==> src/rtl/pixel_stream_out_pkg.sv <==
// -----------------------------------------------------------------------------
// pixel_stream_out_pkg
// Shared video definitions for the pixel output path: the packed RGB888 pixel
// layout, the default pixel width and the default frame geometry.
// No ports (package).
// -----------------------------------------------------------------------------
package pixel_stream_out_pkg;

  localparam int PIXEL_W        = 24;
  localparam int DEFAULT_X_SIZE = 640;
  localparam int DEFAULT_Y_SIZE = 480;

  // Pixel layout as produced by the shading stage: {R, G, B}, R in the MSBs.
  typedef struct packed {
    logic [7:0] r;
    logic [7:0] g;
    logic [7:0] b;
  } rgb888_t;

endpackage

==> src/rtl/pixel_stream_out_fifo.sv <==
// -----------------------------------------------------------------------------
// pixel_fifo
// Synchronous single-clock FIFO with a register-array store. The head entry
// is presented combinationally on rdata; push and pop are ignored when the
// FIFO is full or empty respectively.
//
// Ports:
//   clk    in   rising-edge clock
//   rst    in   synchronous active-low reset (empties the FIFO)
//   push   in   write wdata this cycle
//   pop    in   drop the head entry this cycle
//   wdata  in   WIDTH bits of write data
//   rdata  out  WIDTH bits, current head entry
//   count  out  number of stored entries (0..DEPTH)
//   full   out  count == DEPTH
//   empty  out  count == 0
// -----------------------------------------------------------------------------
module pixel_fifo #(
  parameter int WIDTH = 24,
  parameter int DEPTH = 16
) (
  input  logic                       clk,
  input  logic                       rst,
  input  logic                       push,
  input  logic                       pop,
  input  logic [WIDTH-1:0]           wdata,
  output logic [WIDTH-1:0]           rdata,
  output logic [$clog2(DEPTH):0]     count,
  output logic                       full,
  output logic                       empty
);

  localparam int AW = $clog2(DEPTH);
  localparam int CW = AW + 1;

  logic [WIDTH-1:0] mem_q [DEPTH];
  logic [AW-1:0]    wr_ptr_q;
  logic [AW-1:0]    rd_ptr_q;
  logic [CW-1:0]    count_q;
  logic             do_push;
  logic             do_pop;

  assign full    = (count_q == CW'(DEPTH));
  assign empty   = (count_q == '0);
  assign do_push = push & ~full;
  assign do_pop  = pop & ~empty;
  assign rdata   = mem_q[rd_ptr_q];
  assign count   = count_q;

  // DEPTH is a power of two, so the pointers wrap by plain overflow.
  always_ff @(posedge clk) begin
    if (!rst) begin
      wr_ptr_q <= '0;
      rd_ptr_q <= '0;
      count_q  <= '0;
    end else begin
      if (do_push) wr_ptr_q <= wr_ptr_q + 1'b1;
      if (do_pop)  rd_ptr_q <= rd_ptr_q + 1'b1;
      count_q <= count_q + CW'(do_push) - CW'(do_pop);
    end
  end

  // Storage is not reset; the pointers alone define which entries are live.
  always_ff @(posedge clk) begin
    if (do_push) mem_q[wr_ptr_q] <= wdata;
  end

endmodule

==> src/rtl/pixel_stream_out.sv <==
// -----------------------------------------------------------------------------
// pixel_stream_out
// Takes shaded pixels (no back-pressure upstream), buffers them in a FIFO and
// drives an AXI4-Stream video master with tuser on the first pixel of a frame
// and tlast on the last pixel of each line. stall warns the ray-issue logic
// early enough that in-flight pixels still fit.
//
// Ports:
//   clk            in   rising-edge clock
//   rst            in   synchronous active-low reset
//   pixel_in       in   PIXEL_W shaded pixel {R,G,B}
//   pixel_valid    in   pixel_in valid this cycle
//   stall          out  registered: FIFO occupancy >= FIFO_DEPTH-AF_MARGIN
//   m_axis_tdata   out  PIXEL_W output pixel
//   m_axis_tvalid  out  output valid
//   m_axis_tready  in   sink ready
//   m_axis_tuser   out  first pixel of frame
//   m_axis_tlast   out  last pixel of line
//   overflow       out  sticky, a pixel was dropped on a full FIFO
//   frame_done     out  one-cycle pulse after the last pixel of a frame
// -----------------------------------------------------------------------------
module pixel_stream_out
  import pixel_stream_out_pkg::*;
#(
  parameter int PIXEL_W    = pixel_stream_out_pkg::PIXEL_W,
  parameter int X_SIZE     = pixel_stream_out_pkg::DEFAULT_X_SIZE,
  parameter int Y_SIZE     = pixel_stream_out_pkg::DEFAULT_Y_SIZE,
  parameter int FIFO_DEPTH = 16,
  parameter int AF_MARGIN  = 6
) (
  input  logic               clk,
  input  logic               rst,
  input  logic [PIXEL_W-1:0] pixel_in,
  input  logic               pixel_valid,
  output logic               stall,
  output logic [PIXEL_W-1:0] m_axis_tdata,
  output logic               m_axis_tvalid,
  input  logic               m_axis_tready,
  output logic               m_axis_tuser,
  output logic               m_axis_tlast,
  output logic               overflow,
  output logic               frame_done
);

  localparam int CW = $clog2(FIFO_DEPTH) + 1;
  localparam int XW = (X_SIZE > 1) ? $clog2(X_SIZE) : 1;
  localparam int YW = (Y_SIZE > 1) ? $clog2(Y_SIZE) : 1;
  localparam logic [XW-1:0] X_LAST   = XW'(X_SIZE - 1);
  localparam logic [YW-1:0] Y_LAST   = YW'(Y_SIZE - 1);
  localparam logic [CW-1:0] AF_LEVEL = CW'(FIFO_DEPTH - AF_MARGIN);

  logic [PIXEL_W-1:0] fifo_rdata;
  logic [CW-1:0]      fifo_count;
  logic               fifo_full;
  logic               fifo_empty;
  logic               fifo_push;
  logic               fifo_pop;
  logic               handshake;
  logic [CW-1:0]      count_next;

  logic               tvalid_q, tvalid_d;
  logic [PIXEL_W-1:0] tdata_q, tdata_d;
  logic [XW-1:0]      x_q, x_d;
  logic [YW-1:0]      y_q, y_d;
  logic               stall_q, stall_d;
  logic               overflow_q, overflow_d;
  logic               frame_done_q, frame_done_d;

  pixel_fifo #(
    .WIDTH (PIXEL_W),
    .DEPTH (FIFO_DEPTH)
  ) u_fifo (
    .clk   (clk),
    .rst   (rst),
    .push  (fifo_push),
    .pop   (fifo_pop),
    .wdata (pixel_in),
    .rdata (fifo_rdata),
    .count (fifo_count),
    .full  (fifo_full),
    .empty (fifo_empty)
  );

  assign handshake  = tvalid_q & m_axis_tready;
  assign fifo_push  = pixel_valid & ~fifo_full;
  // The output register refills when empty or when its pixel leaves this cycle.
  assign fifo_pop   = ~fifo_empty & (~tvalid_q | m_axis_tready);
  assign count_next = fifo_count + CW'(fifo_push) - CW'(fifo_pop);

  always_comb begin
    tvalid_d     = tvalid_q;
    tdata_d      = tdata_q;
    x_d          = x_q;
    y_d          = y_q;
    frame_done_d = 1'b0;

    if (fifo_pop) begin
      tvalid_d = 1'b1;
      tdata_d  = fifo_rdata;
    end else if (handshake) begin
      tvalid_d = 1'b0;
    end

    if (handshake) begin
      if (x_q == X_LAST) begin
        x_d = '0;
        if (y_q == Y_LAST) begin
          y_d          = '0;
          frame_done_d = 1'b1;
        end else begin
          y_d = y_q + 1'b1;
        end
      end else begin
        x_d = x_q + 1'b1;
      end
    end

    // Fullness is the pre-edge state, so a pop in the same cycle does not save the pixel.
    overflow_d = overflow_q | (pixel_valid & fifo_full);
    stall_d    = (count_next >= AF_LEVEL);
  end

  always_ff @(posedge clk) begin
    if (!rst) begin
      tvalid_q     <= 1'b0;
      tdata_q      <= '0;
      x_q          <= '0;
      y_q          <= '0;
      stall_q      <= 1'b0;
      overflow_q   <= 1'b0;
      frame_done_q <= 1'b0;
    end else begin
      tvalid_q     <= tvalid_d;
      tdata_q      <= tdata_d;
      x_q          <= x_d;
      y_q          <= y_d;
      stall_q      <= stall_d;
      overflow_q   <= overflow_d;
      frame_done_q <= frame_done_d;
    end
  end

  assign m_axis_tdata  = tdata_q;
  assign m_axis_tvalid = tvalid_q;
  assign m_axis_tuser  = tvalid_q & (x_q == '0) & (y_q == '0);
  assign m_axis_tlast  = tvalid_q & (x_q == X_LAST);
  assign stall         = stall_q;
  assign overflow      = overflow_q;
  assign frame_done    = frame_done_q;

endmodule
==> config.mk <==
export PLATFORM = sky130hd
export DESIGN_NAME = pixel_stream_out
export DESIGN_NICKNAME = d
export VERILOG_FILES = /design/src/rtl/pixel_stream_out_pkg.sv /design/src/rtl/pixel_stream_out_fifo.sv /design/src/rtl/pixel_stream_out.sv
export SDC_FILE = /design/constraint.sdc
export NUM_CORES = 1
export LEC_CHECK = 0
export BUFFER_PORTS_ARGS = -buffer_cell sky130_fd_sc_hd__buf_2
export CAP_MARGIN = 20
export CORE_MARGIN = 4
export CORE_UTILIZATION = 50
export CTS_CLUSTER_DIAMETER = 80
export DETAILED_ROUTE_END_ITERATION = 6
export GPL_TIMING_DRIVEN = 1
export MAX_ROUTING_LAYER = met4
export PLACE_DENSITY = 0.66
export SLEW_MARGIN = 0
export SYNTH_ARGS = -nofsm -noshare
export SYNTH_HDL_FRONTEND = slang
export SYNTH_SLANG_ARGS = --single-unit
==> constraint.sdc <==
create_clock -name clk -period 4.3 [get_ports clk]
set_clock_uncertainty 0.15 [all_clocks]
set_input_delay 0.645 -clock clk [delete_from_list [all_inputs] [get_ports clk]]
set_output_delay 0.645 -clock clk [all_outputs]
set_load 0.02 [all_outputs]
Word-level counts from Yosys, hierarchy flattened
Memories as Yosys holds them, arrays and structs flattened. A register that Yosys moved wholly into a read port is not among the register bits.
Cells that the tools add are included.
{ "totals": {"out_inout_bits": 30, "ff_bits": 36, "mem_bits_rw": 384, "input_bits": 28, "n_memories": 1, "wordCells": 50} }
{ "mem_list": {"columns": ["memory", "depth", "width", "read_ports", "rd_ports_with_merged_regs", "write_ports", "line_no", "source"], "rows": [
  ["u_fifo.mem_q", 16, 24, 1, 1, 1, "pixel_stream_out_fifo.sv:36", "logic [WIDTH-1:0] mem_q [DEPTH];"]
]} }
{ "classes": {"eq_ne": 3, "magnitude_cmp": 1, "n_reduce_logical": 7, "bitwise_logic": 14, "mux": 7, "add_sub_neg": 8} }
{ "op_table": {"columns": ["cell", "count"], "rows": [
  ["adder 10 x 1 -> 10 bit, second input constant", 1],
  ["adder 5 x 1 -> 5 bit", 2],
  ["equality test 10 bit, second input constant", 1],
  ["zero test 10 bit", 1],
  ["2-to-1 mux 10 bit", 1],
  ["subtractor 5 x 1 -> 5 bit", 2],
  ["adder 9 x 1 -> 9 bit, second input constant", 1],
  ["AND 1 bit", 9],
  ["equality test 9 bit, second input constant", 1],
  ["zero test 9 bit", 1],
  ["2-to-1 mux 9 bit", 1],
  ["adder 4 x 1 -> 4 bit, second input constant", 2],
  ["equality test 5 bit, second input constant", 1],
  [">= comparator 5 x 4 -> 1 bit, second input constant", 1],
  ["zero test 5 bit", 1],
  ["2-to-1 mux 1 bit", 5],
  ["NOT 1 bit", 3],
  ["AND reduction 3 bit", 1],
  ["bitwise OR 1 bit", 2],
  ["AND reduction 2 bit", 1],
  ["nonzero test 2 bit", 1],
  ["zero test 1 bit", 1]
]} }

Longest topological paths before layout
Gate-level depths: netlist (run 1).
{ "logic_depth": {"depth_word": 6, "mapped_depth": 14} }

Cells and area by module
From an unflattened synthesis (run 1), not the netlist that was laid out.
{ "hier_totals": {"cells_unflattened": 963, "hier_area_um2": 17551.8} }
{ "modules_own_cells": {"columns": ["mod", "area_per_inst_um2", "cells_each", "n_inst"], "rows": [
  ["pixel_fifo", 15292.2, 697, 1],
  ["pixel_stream_out", 2259.7, 266, 1]
]} }

Least setup slack after synthesis (run 1)
Ideal clock, no wire load.
{ "synth_path": {"kind": "register to register", "start": "register u_fifo.count_q[2], in the netlist u_fifo.count[2]", "end": "memory u_fifo.mem_q[0][0], enable pin", "n_path_buf": 1, "path_stages_with_launch": 8, "period_less_slack_ns": 3.468, "setup_ns": 0.435, "slack_ns": 0.832, "arrival_ns": 2.883, "path_cell_list": "dfxtp_1 -> inv_1 -> ha_1 -> nand4bb_1 -> and2_1 -> clkbuf_1 -> nand2_1 -> nor3_1"} }
{ "synth_between": {"elab_chain_len": 6} }
{ "synth_rtl": {"columns": ["element", "line_no", "source"], "rows": [
  ["start, declared", "pixel_stream_out_fifo.sv:39", "logic [CW-1:0] count_q;"],
  ["start signal, assigned", "pixel_stream_out_fifo.sv:59", "count_q <= count_q + CW'(do_push) - CW'(do_pop);"],
  ["equality test 5 bit *", "pixel_stream_out_fifo.sv:43", "assign full = (count_q == CW'(DEPTH));"],
  ["NOT 1 bit *", "pixel_stream_out_fifo.sv:45, pixel_stream_out.sv:85", null],
  ["AND 1 bit", "pixel_stream_out.sv:85", "assign fifo_push = pixel_valid & ~fifo_full;"],
  ["AND 1 bit *", "pixel_stream_out_fifo.sv:45", "assign do_push = push & ~full;"],
  ["named net u_fifo.do_push", "pixel_stream_out_fifo.sv:40", "logic do_push;"],
  ["2-to-1 mux 1 bit *", "pixel_stream_out_fifo.sv:65", "if (do_push) mem_q[wr_ptr_q] <= wdata;"],
  ["2-to-1 mux 1 bit (implied by the code) *", "pixel_stream_out_fifo.sv:65", null],
  ["end, declared", "pixel_stream_out_fifo.sv:36", null]
]} }
Mark *: on every way through the listed nets, which the timed path passes. The rest lies on a longest branch.

Worst setup path after layout (run 1)
{ "layout_path": {"start": "register u_fifo.count_q[3], in the netlist u_fifo.count[3]", "end": "register u_fifo.count_q[4], in the netlist u_fifo.count[4]"} }
{ "layout_between": {"elab_chain_len": 6} }
{ "layout_rtl": {"columns": ["element", "line_no"], "rows": [
  ["equality test 5 bit", "pixel_stream_out_fifo.sv:43"],
  ["NOT 1 bit", "pixel_stream_out_fifo.sv:45, pixel_stream_out.sv:85"],
  ["AND 1 bit", "pixel_stream_out.sv:85"],
  ["AND 1 bit", "pixel_stream_out_fifo.sv:45"],
  ["adder 5 x 1 -> 5 bit", "pixel_stream_out_fifo.sv:59"],
  ["subtractor 5 x 1 -> 5 bit *", "pixel_stream_out_fifo.sv:59"]
]} }
Every way passes the cells marked *; elsewhere a longest branch is shown, timed or not.
A chain may end at the register's enable or synchronous reset.

==> results of run 1 <==
-- path summary, 6_finish.rpt --
| path | from | depth (start not counted) | to | slack [ns] |
|---|---|---|---|---|
| worst min register to register | overflow$_SDFF_PN0_ | 1 | overflow$_SDFF_PN0_ | 0.32 |
| worst max register to register | u_fifo.count[3]$_SDFF_PN0_ | 14 | u_fifo.count[4]$_SDFF_PN0_ | 1.22 |
| worst min-delay path | m_axis_tready | 3 | x_q[1]$_SDFFE_PN0P_ | 0.25 |
| worst max-delay path | u_fifo.count[3]$_SDFF_PN0_ | 14 | u_fifo.count[4]$_SDFF_PN0_ | 1.22 |
-- placed cells by master (no fill, tap or decap), types with 9 or more instances in the layout --
cell	n
edfxtp_1	384
buf_2	57
xor2_1	9
buf_4	21
dfxtp_1	58
a22oi_1	48
mux2i_1	99
nand2_1	13
inv_1	19
clkbuf_16	45
clkbuf_1	17
nor3_1	29
xnor2_1	12
o21ai_0	29
ha_1	16
nor2_1	27
mux4_2	48
o22ai_1	25
a21oi_1	37
-- report_power, final --
group          switching (mW)  total (mW)  internal [mW]
logic                    1.47        2.59           1.12
clock network            1.57        3.71           2.15
registers               0.212        5.18           4.96
total                    3.25        11.5           8.23
-- critical path, stage by stage, from the launching register on --
cell and delay, ns:
dfxtp_1 0.32, inv_1 0.07, ha_1 0.16, nor4b_4 0.37, nor2_2 0.08, buf_4 0.27, ha_1 0.32, inv_1 0.07
ha_1 0.18, inv_1 0.06, fa_1 0.38, nand2b_1 0.16, a21oi_1 0.19, o21a_1 0.13, nor3_1 0.04
-- cell usage after synthesis (7+ instances only) --
library cell,instances
buf_2,20
nand3_1,8
o22ai_1,25
xor2_1,9
buf_4,7
ha_1,16
mux4_2,48
edfxtp_1,384
inv_1,19
nor3_1,33
a21oi_1,37
a22oi_1,48
nand2_1,13
nor2_1,41
o21ai_0,29
dfxtp_1,60
mux2i_1,99
clkbuf_1,25
xnor2_1,12
-- cell families after synthesis --
family / count (synthesis)
flops: 444
mux: 147
fa+ha+maj: 18
buf+inv: 76
compound gates: 150
xor+xnor: 21
simple gates: 138
-- stage by stage --
stage,cell area [µm²],hold slack (ns),utilization
3_5_place_dp,18100,0.314,0.536
4_1_cts,19500,0.228,0.578
5_1_grt,19500,0.258,0.578
6_report,19500,0.248,0.578
2_1_floorplan,17300,0.312,-
3_3_place_gp,18100,0.302,0.536
-- cell type report --
type | count | area [µm²]
multi-input combinational | 474 | 4270
sequential | 444 | 12700
tap | 448 | 561
inverter | 20 | 75.1
timing repair buffer | 79 | 463
clock buffer | 63 | 1200
clock inverter | 20 | 205
fill | 2567 | 14300
-- state kept, by name, indices dropped and copies added, names as in the netlist --
| signal | cells |
|---|---|
| frame_done | 1 |
| m_axis_tdata | 24 |
| m_axis_tvalid | 1 |
| overflow | 1 |
| stall | 1 |
| u_fifo.count | 5 |
| u_fifo.mem_q | 384 |
| u_fifo.rd_ptr_q | 4 |
| u_fifo.wr_ptr_q | 4 |
| x_q | 10 |
| y_q | 9 |
-- layer usage --
layer  vias to the layer above  part of all wire  track usage
met4                         0             0.018       0.0445
met2                       182              0.50        0.309
li1                       4088                 -            -
met3                        56             0.039       0.0302
met5                         -                 0            -
met1                      4557              0.44        0.243
==> impl_metrics.ini, run 1 <==
[run_status]
status = finished clean

[yosys]
syn_nets = 1040
synth_top_area_share = 0.668
synth_area_leaders = edfxtp_1 (67%), dfxtp_1 (7.0%), mux4_2 (6.3%), mux2i_1 (5.7%), a22oi_1 (2.1%)
synth_top_area_cell = edfxtp_1
synth_xor_area_frac = 0.0107
synth_seq_area_share = 0.737
synth-main-ff-cell = edfxtp_1
synth-seq-cells = 444
async_flop_share = 0
synth-warning-count = 0
synth-simple-area-share = 0.0427
synthesis.area_um2 = 17300
synth_edf_count = 384
synth_fa_ha_area_frac = 0.0139
synth_top_family_by_area = multiplexers
synthCells = 994
syn_area_per_cell_um2 = 17.4
yosysUniqueCellTypes = 48
synthMuxAreaShare = 0.120
synth_compound_area_frac = 0.0541

[cts]
cts_resized = 0
cts_tree = done
clk-insertion-delay-late_ns = 0.56
cts_max_level = 2
cts_buffers = 45
cts_hold_buf = 0
cts-root-buf = clkbuf_16
postCtsSetupBuffers = 0
clockBufferDepth = 3
clkSlewWorstSetupHoldPaths_ns = 0.06
cts_sinks = 444

[final_layout]
stdcell_count = 1548
drive_gt1_frac = 0.194
area_growth_pct = 13.0
nNetsFinal = 1110
antenna_cells = 0

[die]
die_y_um = 194
initial_core_util = 0.511
die_w_um = 194
die_area_um2 = 37600
core_area_um2 = 33800
io-pin-count = 58
std_cell_rows = 67

[worst_setup_path]
crit_path_max_fanout = 27
critPathArrivalTime_ns = 3.35
start_kind = register
crit_type = reg2reg
end_kind = register
required_ns = 4.57

[power]
report.power.total_mw = 11.5
powerDensity_nw_per_um2 = 588
vdd_drop_max_mv = 0.378
leakagePower_nw = 6.35

[timing]
finalCriticalPeriod_ns = 3.08
tns_ns = 0
max_freq_mhz = 325
finalHoldViolations = 0
rsz0062_at_grt = no
maxSlewViolCount = 0
slew_headroom = 0.328
setup_slack_ns = 1.22
min_period_over_period = 0.717
final-setup-viol-count = 0
tightest_slew_ns = 1.01

[global_routing]
grt.total_usage = 0.186
grt_pass1_wl_um = 52700
grt_pass1_vias = 8908
grt_overflow = 0
antenna_found_initial = 0
grt_max_degree = 60

[drt]
ant_nets = 0
drt_iter0_drc = 574
drc = 0
drt_wl_total_um = 34200
routedWlPerCell_um = 22.1
via_per_inst = 5.74
dr.pass1.iters = 4
vias = 8883

[place]
dpl.hpwl_um = 18800
io_buffers = 57
dp.cells = 1465
gp_congestion = 0.791
dpl_worst_slack_ns = 1.00

[worst_hold_path]
hp-class = in2reg

[job]
drv_cap = 0
(Power assumes the default switching activity.)
==> inputs of run 2 (changes only) <==
- PLACE_DENSITY: 0.66 -> 0.69
- clock period: 4.3 -> 2.71 ns (I/O delays scaled with it)
==> run 2 against run 1 <==
  * Sequential cell count did not move
  * Total power rose by 67%
  * Combinational power rose by 80%
  * Critical path type unchanged
  * Die area did not move
  * Core utilization rose by 2.2 points
  * Clock-buffer cell count fell by 7
  * Via count rose by 4.3%
  * Critical endpoint unchanged
  * First-iteration DRC count rose by 36%
  * Sequential power rose by 58%
  * Largest cell class unchanged
==> impl_metrics.ini, run 2 (synthesis gave the netlist of run 1 again) <==
[run_status]
status = finished clean

[global_routing]
grt_pass1_vias = 9266
grt_overflow = 0
antenna_found_initial = 1
grt.total_usage = 0.203
grt_pass1_wl_um = 57000
grt_max_degree = 33

[power]
pwr-share-seq = 0.428
leakagePower_nw = 6.70
clkPwrFrac = 0.329
vdd_drop_max_mv = 0.783
p_switching_mw = 5.40
powerDensity_nw_per_um2 = 947
comb_power_share = 0.243
p_int_mw = 13.8
report.power.total_mw = 19.2
swShare = 0.281

[drt]
drc = 0
drt_wl_total_um = 37400
ant_nets = 0
dr.pass1.iters = 5
vias = 9263
drt_iter0_drc = 778
routedWlPerCell_um = 23.5
via_per_inst = 5.82

[die]
std_cell_rows = 67
initial_core_util = 0.511
die_y_um = 194
die_area_um2 = 37600
core_area_um2 = 33800
io-pin-count = 58
die_w_um = 194

[worst_setup_path]
crit_type = reg2reg
reg2reg_slack_ns = 0.15
crit_cells = 13
critPathArrivalTime_ns = 2.88
critical_path.slowest_cell = fa_2
end_kind = register
crit_path_max_fanout = 2
timing.rr.end = u_fifo.count[4]$_SDFF_PN0_
required_ns = 3.03
start_kind = register
reg2reg_from = u_fifo.count[2]$_SDFF_PN0_
crit_family = adder cells
path_cells = inv_2, ha_4, nor4b_4, nor2_4, ha_4, inv_2, ha_2, inv_1, fa_2, nand2b_4, a21oi_4, nor3_2, nor3_1
crit_end = u_fifo.count[4]$_SDFF_PN0_
r2r_cells = 13
critPathMaxStageDelay_ns = 0.40
crit_start = u_fifo.count[2]$_SDFF_PN0_
critPathBufInv = 3

[place]
dpl_worst_slack_ns = 0.102
dpl.hpwl_um = 21600
io_buffers = 57
dp.cells = 1507
gp_congestion = 0.780

[final_layout]
stdcell_count = 1591
nNetsFinal = 1153
utilization = 0.600
largest_register = u_fifo.mem_q
area_growth_pct = 17.4
nFillCells = 2443
final_cell_mix = edfxtp_1 (384), mux2i_1 (99), buf_2 (57)
layout_commonest_cell = edfxtp_1
seqCellArea_um2 = 12700
drive_gt1_frac = 0.243
multi_input_area_um2 = 4360
largest_reg_flops = 384

[cts]
cts_max_level = 2
cts-root-buf = clkbuf_16
clockBufferDepth = 3
cts_sinks = 444
clk-insertion-delay-late_ns = 0.56
cts_tree = done
clkSlewWorstSetupHoldPaths_ns = 0.06
cts_buffers = 44

[worst_hold_path]
hp-class = in2reg

[timing]
finalHoldViolations = 0
maxSlewViolCount = 0
tightest_slew_ns = 0.631
tns_ns = 0
setup_slack_ns = 0.149
finalCriticalPeriod_ns = 2.56
final-setup-viol-count = 0
slew_headroom = 0.579
min_period_over_period = 0.945
max_freq_mhz = 390
rsz0062_at_grt = no

[job]
drv_cap = 0
-- run 2: timing repair --
action                     CTS  global route
gates resized for setup      0            12
setup endpoints to repair    0             2
hold endpoints to repair     0             0
buffers inserted             0             2
hold buffers                 0             0
-- run 2: per-stage QoR --
step / hold WS [ns] / cell area [µm²]
floorplan: 0.312 / 17300
global placement: 0.332 / 18700
detailed placement: 0.341 / 18700
CTS: 0.0123 / 20200
global route: 0.0508 / 20300
finish: 0.0278 / 20300
-- run 2: power groups by stage --
stage	Clock (mW)	Sequential [mW]	Combinational, mW
after global placement	0	8.34	4.53
after CTS	6.43	8.21	4.61
after detailed placement	0	8.34	4.58
after floorplan	0	8.43	3.00
after global routing	6.72	8.25	5.08
final	6.31	8.21	4.67
-- run 2: worst min-delay path by stage --
stage | from | endpoint | slack [ns] | cells past startpoint
floorplan | x_q[1]$_SDFFE_PN0P_ | x_q[1]$_SDFFE_PN0P_ | 0.31 | 2
global placement | x_q[1]$_SDFFE_PN0P_ | x_q[1]$_SDFFE_PN0P_ | 0.33 | 2
detailed placement | overflow$_SDFF_PN0_ | overflow$_SDFF_PN0_ | 0.34 | 1
CTS | m_axis_tready | x_q[1]$_SDFFE_PN0P_ | 0.01 | 3
global route | m_axis_tready | x_q[1]$_SDFFE_PN0P_ | 0.05 | 3
finish | m_axis_tready | x_q[1]$_SDFFE_PN0P_ | 0.03 | 3
-- run 2: cell type report --
cell class / instances / area share
tap: 448 / 0.0277
clock buffer: 56 / 0.0570
multi-input combinational: 474 / 0.215
antenna: 1 / 0.000123
clock inverter: 25 / 0.0175
sequential: 444 / 0.629
inverter: 20 / 0.00370
timing repair buffer: 123 / 0.0503
-- run 2: routing by layer --
layer  vias up  share of wire  routed length (µm)  GRT usage
met5         -              0                   0          -
met4         0          0.025                 938     0.0518
met1      4739           0.44               16600      0.287
li1       4178              -                   -          -
met2       276           0.47               17700      0.315
met3        70          0.058                2180     0.0330
-- run 2: worst min-delay path, stage by stage --
cell,delay [ns]
buf_2,0.13
nand4_1,0.09
a21oi_1,0.06
==> inputs of run 3 (changes only) <==
- SYNTH_HIERARCHICAL: default -> 1
==> run 3 against run 2 <==
  * The flow now finishes with violations (negative setup slack)
  * Clock power up 2%
  * Largest cell class unchanged
  * Global-route usage decreased by 0.31 points
  * Sequential cell count is 4 higher
  * Wire length is 1.5% lower
==> impl_metrics.ini, run 3 <==
[run_status]
status = complete, but fails checks
violations = negative setup slack

[die]
initial_core_util = 0.507
io-pin-count = 58
die_y_um = 195
core_area_um2 = 34600
die_w_um = 195
die_area_um2 = 38200
std_cell_rows = 68

[worst_setup_path]
critPathArrivalTime_ns = 3.29
reg2reg_from = u_fifo/count[2]$_SDFF_PN0_
critPathMaxStageDelay_ns = 0.46
crit_path_max_fanout = 2
crit_family = simple AND/OR/NAND/NOR gates
crit_cells = 16
critPathBufInv = 5
reg2reg_slack_ns = -0.30
crit_end = u_fifo/count[4]$_SDFF_PN0_
r2r_cells = 16
cpMostUsedCell = inv_2
start_kind = register
crit_start = u_fifo/count[2]$_SDFF_PN0_
critical_path.slowest_cell = or4b_4
path_cells = inv_2, ha_4, or4b_4, inv_2, nand2b_4, inv_6, nand2_4, inv_2, ha_4, inv_2, ha_4, fa_2, a21oi_2, nor2_1, or3_1, and3_1
required_ns = 2.99
crit_type = reg2reg
timing.rr.end = u_fifo/count[4]$_SDFF_PN0_
end_kind = register

[drt]
dr.pass1.iters = 7
drt_iter0_drc = 599
via_per_inst = 5.81
ant_nets = 0
vias = 9216
drt_wl_total_um = 36900
routedWlPerCell_um = 23.2
drc = 0

[power]
leakagePower_nw = 6.94
vdd_drop_max_mv = 0.746
powerDensity_nw_per_um2 = 942

[cts]
clkSlewWorstSetupHoldPaths_ns = 0.06
cts-root-buf = clkbuf_16
cts_max_level = 2
clk-insertion-delay-late_ns = 0.55
clockBufferDepth = 3
cts_tree = done
cts_buffers = 46
cts_sinks = 448

[place]
gp_congestion = 0.812
io_buffers = 57
dpl.hpwl_um = 21800
dpl_worst_slack_ns = -0.345
dp.cells = 1493

[yosys]
yosysUniqueCellTypes = 49
synth_top_area_cell = edfxtp_1
synth-main-ff-cell = edfxtp_1
synth_top_area_share = 0.657
synthesis.area_um2 = 17600
syn_nets = 1013
synthCells = 963
synth-seq-cells = 448
async_flop_share = 0
synth_area_leaders = edfxtp_1 (66%), mux4_2 (12%), dfxtp_1 (7.3%), a22oi_1 (2.1%), nand2_1 (1.9%)
synthMostInstantiatedCell = edfxtp_1
synth-warning-count = 6
synth_edf_count = 384
synth_seq_area_share = 0.730
syn_area_per_cell_um2 = 18.2
yosys-top-cells-count = edfxtp_1 (384), mux4_2 (96), nand2_1 (89), dfxtp_1 (64), a22oi_1 (48)

[global_routing]
grt_overflow = 0
grt_pass1_vias = 9258
grt.total_usage = 0.200
grt_pass1_wl_um = 56800
antenna_found_initial = 3
grt_max_degree = 38

[final_layout]
drive_gt1_frac = 0.306
area_growth_pct = 18.4
largest_register = u_fifo/mem_q
nNetsFinal = 1141
layout_commonest_cell = edfxtp_1
utilization = 0.600
final_cell_mix = edfxtp_1 (384), mux4_2 (96), nand2_1 (88)
largest_reg_flops = 384
stdcell_count = 1586

[timing]
final-setup-viol-count = 3
rsz0062_at_grt = yes
max_freq_mhz = 332
tightest_slew_ns = 0.670
finalHoldViolations = 0
maxSlewViolCount = 0
slew_headroom = 0.554
min_period_over_period = 1.11
finalCriticalPeriod_ns = 3.01
setup_slack_ns = -0.304

[worst_hold_path]
hp-class = in2reg

[job]
drv_cap = 0
## run 3: how the worst min path moves through the flow
stage                                   from                            end  slack [ns]  cells past startpoint
6_report                         pixel_in[3]  u_fifo/mem_q[10][3]$_DFFE_PP_        0.07                      1
4_1_cts                         pixel_in[22]  u_fifo/mem_q[2][22]$_DFFE_PP_        0.05                      1
3_3_place_gp   m_axis_tdata[21]$_SDFFE_PN0P_  m_axis_tdata[21]$_SDFFE_PN0P_        0.29                      2
5_1_grt                         pixel_in[16]  u_fifo/mem_q[0][16]$_DFFE_PP_        0.07                      1
2_1_floorplan            y_q[7]$_SDFFE_PN0P_            y_q[7]$_SDFFE_PN0P_        0.31                      2
3_5_place_dp   m_axis_tdata[21]$_SDFFE_PN0P_  m_axis_tdata[21]$_SDFFE_PN0P_        0.29                      2
## run 3: timing repair
action / 4_1_cts / 5_1_grt
buffers inserted: 2 / 2
gates resized for setup: 1 / 5
setup endpoints to repair: 3 / 59
endpoints found under the hold margin: 1 / 0
pin swaps: 4 / 5
hold buffers: 1 / 0
## run 3: area by class of cell
cell class                      instances  area [µm²]
Inverter                               28         110
Fill cell                            2519       13800
Clock buffer                           73        1370
Clock inverter                         13         206
Tap cell                              455         569
Timing Repair Buffer                  129        1090
Sequential cell                       448       12800
Antenna cell                            2        5.00
Multi-Input combinational cell        438        4610
## run 3: metrics by stage
step,power [mW],cell area (µm²),hold slack [ns],setup TNS [ns]
finish,19.6,20800,0.0730,-0.589
global route,20.5,20800,0.0680,-1.05
CTS,19.8,20700,0.0539,-0.629
detailed placement,13.3,19100,0.293,-0.683
global placement,13.2,19100,0.287,-0.524
floorplan,11.7,17700,0.307,-55.42
## run 3: cells by family (layout without fill, tap and decap cells)
| kind of cell | Yosys count | count (layout) | synth area share |
|---|---|---|---|
| compound gates | 104 | 104 | 0.0425 |
| xor+xnor | 21 | 21 | 0.0105 |
| other cells | 0 | 2 | 0 |
| fa+ha+maj | 22 | 22 | 0.0165 |
| flops | 448 | 448 | 0.730 |
| simple gates | 194 | 194 | 0.0570 |
| mux | 97 | 97 | 0.124 |
| buf+inv | 77 | 243 | 0.0197 |
## run 3: layer usage
layer,part of all wire,wire length [µm],track usage,vias to the layer above
met2,0.49,18200,0.314,288
li1,-,-,-,4073
met1,0.43,15900,0.284,4803
met4,0.019,686,0.0471,0
met5,0,0,-,-
met3,0.058,2140,0.0292,52
## run 3: report_power, final
group          leakage, nW  internal [mW]  switching, mW
clock                0.769           3.88           2.56
combinational         2.18           2.33           2.51
sequential            3.99           7.99          0.299
## run 3: worst reg2reg max path, stage by stage (launching register included)
cell and delay [ns]:
dfxtp_2 0.32, inv_2 0.07, ha_4 0.13, or4b_4 0.46
inv_2 0.07, nand2b_4 0.14, inv_6 0.04, nand2_4 0.06
inv_2 0.04, ha_4 0.25, inv_2 0.04, ha_4 0.15
fa_2 0.35, a21oi_2 0.13, nor2_1 0.05, or3_1 0.33
and3_1 0.14
